[src/rtl/poly_pack.sv]
// poly_pack: assembles a packed GF(2^m) polynomial from a stream of
// coefficients (lowest index first) and zero-fills the slots above the
// requested degree. Coefficient i sits at poly_out[i*COEF_W +: COEF_W],
// so coefficient 0 is leftmost.
//
// Optional build macro: POLY_PACK_LEAD_CHECK_EN
//   When defined, deg_err flags a zero leading coefficient (the one written
//   to slot deg_sat), reported alongside pack_done and held until the next
//   pack_done or reset. When undefined, deg_err is tied low.
module poly_pack #(
   parameter int COEF_W   = 12,
   parameter int NUM_COEF = 12,
   parameter int DAT_W    = 144,
   parameter int DEG_W    = 4
) (
   input  logic                clk,
   input  logic                rst,
   input  logic                start,
   input  logic [DEG_W-1:0]    deg_in,
   input  logic [COEF_W-1:0]   coef_in,
   input  logic                coef_valid,
   output logic                coef_ready,
   output logic                busy,
   output logic                pack_done,
   output logic [0:DAT_W-1]    poly_out,
   output logic                deg_err
);

   typedef enum logic [1:0] {
      S_IDLE = 2'd0,
      S_LOAD = 2'd1,
      S_DONE = 2'd2
   } state_t;

   localparam logic [DEG_W-1:0] MAX_DEG = DEG_W'(NUM_COEF - 1);

   state_t             state_q, state_d;
   logic [DEG_W-1:0]   idx_q, idx_d;
   logic [DEG_W-1:0]   deg_q, deg_d;
   logic [DEG_W-1:0]   deg_sat;
   logic               accept_start;
   logic               beat;
   logic               last_beat;

   // Work register and published result, one entry per coefficient slot.
   logic [COEF_W-1:0]  work_q [NUM_COEF];
   logic [COEF_W-1:0]  work_d [NUM_COEF];
   logic [COEF_W-1:0]  poly_q [NUM_COEF];

   // Degrees beyond the last slot silently clamp to the top slot.
   assign deg_sat      = (deg_in > MAX_DEG) ? MAX_DEG : deg_in;
   assign accept_start = (state_q == S_IDLE) && start;
   assign beat         = (state_q == S_LOAD) && coef_valid;
   assign last_beat    = beat && (idx_q == deg_q);

   // Per-slot next value: cleared on a new request, written on its beat.
   // Clearing at start is what guarantees zeros above the degree.
   genvar gi;
   generate
      for (gi = 0; gi < NUM_COEF; gi++) begin : g_slot
         assign work_d[gi] = accept_start                          ? '0      :
                             (beat && (idx_q == DEG_W'(gi)))       ? coef_in :
                                                                     work_q[gi];
         assign poly_out[gi*COEF_W +: COEF_W] = poly_q[gi];
      end
   endgenerate

   // State, counters, work register and result register.
   // The result is captured on the final beat so it is already visible
   // during the DONE cycle, together with pack_done.
   always_ff @(posedge clk) begin
      if (rst) begin
         state_q <= S_IDLE;
         idx_q   <= '0;
         deg_q   <= '0;
         for (int i = 0; i < NUM_COEF; i++) begin
            work_q[i] <= '0;
            poly_q[i] <= '0;
         end
      end else begin
         state_q <= state_d;
         idx_q   <= idx_d;
         deg_q   <= deg_d;
         for (int i = 0; i < NUM_COEF; i++) begin
            work_q[i] <= work_d[i];
            if (last_beat) begin
               poly_q[i] <= work_d[i];
            end
         end
      end
   end

   // Next-state logic and status outputs.
   always_comb begin
      state_d    = state_q;
      idx_d      = idx_q;
      deg_d      = deg_q;
      coef_ready = 1'b0;
      busy       = 1'b0;
      pack_done  = 1'b0;
      case (state_q)
         S_IDLE: begin
            if (start) begin
               deg_d   = deg_sat;
               idx_d   = '0;
               state_d = S_LOAD;
            end
         end
         S_LOAD: begin
            coef_ready = 1'b1;
            busy       = 1'b1;
            if (beat) begin
               if (idx_q == deg_q) begin
                  state_d = S_DONE;
               end else begin
                  idx_d = idx_q + 1'b1;
               end
            end
         end
         S_DONE: begin
            busy      = 1'b1;
            pack_done = 1'b1;
            state_d   = S_IDLE;
         end
         default: begin
            state_d = S_IDLE;
         end
      endcase
   end

`ifdef POLY_PACK_LEAD_CHECK_EN
   logic deg_err_q;

   // Leading-coefficient check, updated alongside the result capture.
   always_ff @(posedge clk) begin
      if (rst) begin
         deg_err_q <= 1'b0;
      end else if (last_beat) begin
         deg_err_q <= (coef_in == '0);
      end
   end

   assign deg_err = deg_err_q;
`else
   assign deg_err = 1'b0;
`endif

endmodule

[config.mk]
export PLATFORM = sky130hd
export DESIGN_NAME = poly_pack
export DESIGN_NICKNAME = d
export VERILOG_FILES = /design/src/rtl/poly_pack.sv
export SDC_FILE = /design/constraint.sdc
export NUM_CORES = 1
export LEC_CHECK = 0
export ABC_AREA = 1
export CORE_UTILIZATION = 35
export DETAILED_ROUTE_END_ITERATION = 10
export PLACE_DENSITY = 0.55
export SYNTH_ARGS = -nofsm -noshare
export SYNTH_HDL_FRONTEND = slang
export SYNTH_SLANG_ARGS = --single-unit
[constraint.sdc]
create_clock -name clk -period 6.21 [get_ports clk]
set_clock_uncertainty 0.15 [all_clocks]
set_input_delay 1.242 -clock clk [delete_from_list [all_inputs] [get_ports clk]]
set_output_delay 1.242 -clock clk [all_outputs]
set_load 0.02 [all_outputs]
Yosys cells after proc, flatten, opt, wreduce, memory -nomap -nowiden
Memory sizes are Yosys's and may differ from the RTL's. Cells that the tools add are included. Widths: inputs -> output; s select.

Flip-flop bits (word level): 10. Bits in latches: 0. RAM bits: 288. Memory bits (read-only): 0. Input port bits: 20. Output and inout bits: 148. Word-level logic and storage cells: 137. Memories: 2.

Memory list: poly_q (words 12, width 12, read ports 12, clocked after Yosys merged registers in 0, wr ports 12, RTL line 48) `logic [COEF_W-1:0] poly_q [NUM_COEF];`; work_q (words 12, width 12, read ports 12, clocked after Yosys merged registers in 0, wr ports 12, RTL line 46) `logic [COEF_W-1:0] work_q [NUM_COEF];`.

Add/sub/neg operators: 1. $mul: 0. Divide/modulo/power cells: 0. Magnitude comparators: 1. Eq/ne operators: 18. Shifts and indexed selects: 0. Multiplexer cells: 66. Bitwise gates (word level): 24. Reductions and logical operators: 22.

Operators with widths (number): $mux 12 (48); $or 1x1->1 (24); $eq 4x3->1 const B (4); $eq 4x4->1 const B (4); $mux 4 (4); $logic_and 1x1->1 (15); $mux 1 (9); $eq 4x2->1 const B (2); $pmux 4 s2 (1); $mux 2 (3); $ne 2x2->1 const B (3); $add 4x1->4 const B (1); $eq 4x1->1 const B (1); $eq 4x4->1 (1); $gt 4x4->1 const B (1); $logic_not 4->1 (1); $pmux 2 s2 (1); $reduce_and 4->1 (1); $reduce_and 3->1 (1); $eq 2x1->1 const B (1); $eq 2x2->1 const B (1); $logic_not 2->1 (1); $ne 2x1->1 const B (1); $reduce_and 2->1 (1); 2 further kinds (2).

Depth between registers and ports, before layout
Word-level depth: 7. Gate-level depth with buffers: 11. Gate-level depth less buffers: 11.

Worst setup path before layout
Ideal clock, no wire load.

Path kind: input port to flip-flop. Start: input port coef_valid. End: memory poly_q[0][0] (enable). Setup time: 0.509 ns. Arrival: 4.885 ns. Required time: 5.551 ns. Slack: 0.666 ns. Stages: 6. Cell sequence: nand2_2 nor2_2 inv_2 buf_6 buf_6 nand2_1.

RTL lines: start: declaration (RTL line 21) `input logic coef_valid,`; end: declaration (RTL line 48).

==> results.yml <==
worst_setup_path:
  crit_path_end_kind: "flop"
  cp_max_fo: 47
  cp_cell_sequence: "clkdlybuf4s50_1, buf_4, inv_1, nand2_4, buf_4"
  arrival_ns: 3.44
  critPathTopFamily: "buffers and inverters"
  cp_num_buf_inv: 4
  start_kind: "input pin"
  cpMostUsedCell: "buf_4"
  path_class: "input pin to flop"
  critPathRequiredTime_ns: 6.24
  critPathMaxStageDelay_ns: 0.57
  cp_slowest_cell: "buf_4"
grt:
  grt_first_pass_wirelength_um: 41500
  antenna_found_initial: 0
  grt_max_degree: 71
  overflow: 0
  track_usage_pct: 17.1
  grt_pass1_vias: 7211
logic_synthesis:
  synth_common_cells: "nor2_1 (223), dfxtp_1 (154), edfxtp_1 (144), nand2_1 (114), o21ai_0 (95)"
  yosysTopAreaCell: "edfxtp_1"
  synth_fa_ha_area_share_pct: 0.910
  yosysWarningCount: 0
  synthFlopType: "dfxtp_1"
  synthArstFlopShare_pct: 0
  synth_top_area_share_pct: 39.3
  synth_area_leaders: "edfxtp_1 (39%), dfxtp_1 (28%), nor2_1 (7.6%)"
  yosysMostFrequentCell: "nor2_1"
  syn_nets: 1072
  syn_area_per_cell_um2: 10.5
  synth_top_family_by_area: "simple AND/OR/NAND/NOR gates"
  ys_seq_area_share_pct: 67.3
  synth_seq_cells: 298
  synth_xor_area_share_pct: 0.159
  netlist_instances: 1044
  synthMuxAreaShare_pct: 0
  synth.distinct_cells: 30
  synthSimpleGateAreaFrac_pct: 18.7
  syn-cell-area_mm2: 0.0110
  synth_edf_count: 144
  synth_compound_area_share_pct: 8.34
clock_tree:
  clockBufferDepth: 3
  cts.sinks: 298
  numCtsBuffers: 30
  h-tree-depth: 1
  cts_root_buf: "clkbuf_16"
  clk_latency_ns: 0.55
  cts_tree: "built"
  postCtsSetupRepairBufs: 0
  cts_resized: 0
  path_clk_slew_ns: 0.06
  cts-hold-fix-buffers: 0
timing:
  rsz0062_at_grt: "false"
  setup_viol: 0
  report.final.slew_viol_count: 0
  max_freq_ghz: 0.293
  fin_crit_sh_pct: 55.0
  finalHoldViolations: 0
  setup_slack_ns: 2.80
  fin_setup_tns_ns: 0
  relSlewSlack_pct: 38.7
  final.min_clock_period_ns: 3.41
  worstMarginPinSlew_ns: 0.918
finish:
  multiInputGateArea_mm2: 0.00311
  post_route_cells_drive_above_1_share_pct: 9.93
  fillers: 2989
  antenna_cells: 0
  postLayoutCoreUtil_pct: 45.4
  seqCellArea_mm2: 0.00741
  synthToLayoutAreaGrowth_pct: 26.8
  fin_nets: 1213
power_and_ir_drop:
  p_leak_uw: 0.00490
  irDropWorstVdd_v: 0.000224
  p_comb_share_pct: 17.3
  p_int_uw: 3580
  power.density_mw_per_mm2: 356
  seq_power_share_pct: 45.5
  clock_power_share_pct: 37.2
  switching_power_uw: 1390
  p_sw_share_pct: 28.0
floorplan:
  coreArea_mm2: 0.0307
  initial_core_util_pct: 35.8
  fp.dieH_um: 179
  die_w_um: 179
  num_io_pins: 168
  fp.dieArea_mm2: 0.0321
  rows: 64
drt:
  route.vias.total: 7687
  ant_nets: 0
  wirelength_um: 27600
  wl_per_cell_um: 17.2
  drc: 30
  viasPerCell: 4.79
  drt_iter0_markers: 628
  dr.pass1.iters: 8
place:
  port_buffers: 166
  dp_slack_ns: 2.19
  routabilityCongestion: 0.742
  place_hpwl_um: 16500
run_status:
  status: "finished with violations"
  failed_checks: "DRC"
flow_run:
  max_cap_violations: 0
min_path:
  hold_class: "flop to flop"
[per-stage QoR]
| stage | cell area (um^2) | std cells | hold WS [ns] | power, uW |
|---|---|---|---|---|
| 2_1_floorplan | 11000 | 1044 | 0.296 | 2830 |
| 3_3_place_gp | 12900 | 1549 | 0.310 | 3180 |
| 3_5_place_dp | 12900 | 1549 | 0.320 | 3170 |
| 4_1_cts | 13900 | 1605 | 0.335 | 5030 |
| 5_1_grt | 13900 | 1605 | 0.360 | 5170 |
| 6_report | 13900 | 1605 | 0.329 | 4970 |
[layer usage]
layer	track usage, %	part of all wire [%]
met5	0	0
met4	4.41	2.0
met3	2.31	5.7
met2	27.4	46
met1	24.2	46
[registers in the layout, indices dropped and copies added, names as in the netlist]
| signal | flops |
|---|---|
| poly_q | 144 |
| work_q | 144 |
| deg_q | 4 |
| idx_q | 4 |
| state_q | 2 |
[path summary, 6_finish.rpt]
kind,startpoint,endpoint,slack [ns],depth (start not counted)
max,rst,poly_q[2][47],2.80,5
min,work_q[1][21],work_q[1][21],0.33,2
max reg2reg,idx_q[2],poly_q[2][47],3.26,9
min reg2reg,work_q[1][21],work_q[1][21],0.33,2
[cells in the final DEF, fill, tap and decap left out, types with 2 or more instances in the layout]
cell / instances
a21oi_1: 63
a221oi_1: 2
buf_12: 2
buf_4: 7
bufinv_16: 3
clkbuf_1: 7
clkbuf_16: 32
clkbuf_8: 3
clkdlybuf4s50_1: 166
clkinv_1: 7
clkinv_2: 9
dfxtp_1: 154
edfxtp_1: 144
ha_1: 8
inv_1: 24
inv_2: 9
inv_4: 2
nand2_1: 113
nand3_1: 5
nor2_1: 222
nor2_2: 4
nor2_4: 6
nor3_1: 57
nor3_2: 39
o211ai_1: 4
o21ai_0: 95
o21ai_1: 13
[cell families (layout without fill, tap and decap cells)]
logic type	after synthesis	after routing
and+or+nand+nor	448	448
DFF	298	298
AOI/OAI and AO/OA	179	179
buffers and inverters	108	273
adders and majority gates	8	8
xor gates and xnor gates	2	2
other	1	1
[tightest hold or removal path: cells and delay by family, from the launching register on]
| kind | cells | cell delay (ns) |
|---|---|---|
| AND/OR/NAND/NOR | 1 | 0.07 |
| flip-flops | 1 | 0.31 |
| AO/OA/AOI/OAI | 1 | 0.07 |
[final cells by class]
class                           instances  area share, %
Inverter                               42           1.17
Clock buffer                           42           6.23
Sequential cell                       298           53.1
Clock inverter                         14           1.09
Tap cell                              396           3.55
Timing Repair Buffer                  175           12.6
Multi-Input combinational cell        638           22.3
[power by group through the flow]
| stage | sequential, uW | combinational, uW | clock [uW] |
|---|---|---|---|
| after global placement | 2310 | 869 | 0 |
| final | 2260 | 861 | 1850 |
| after global routing | 2270 | 935 | 1960 |
| after floorplan | 2430 | 399 | 0 |
| after CTS | 2260 | 872 | 1890 |
| after detailed placement | 2300 | 871 | 0 |
Note: power is estimated with default switching activity, not from simulation.
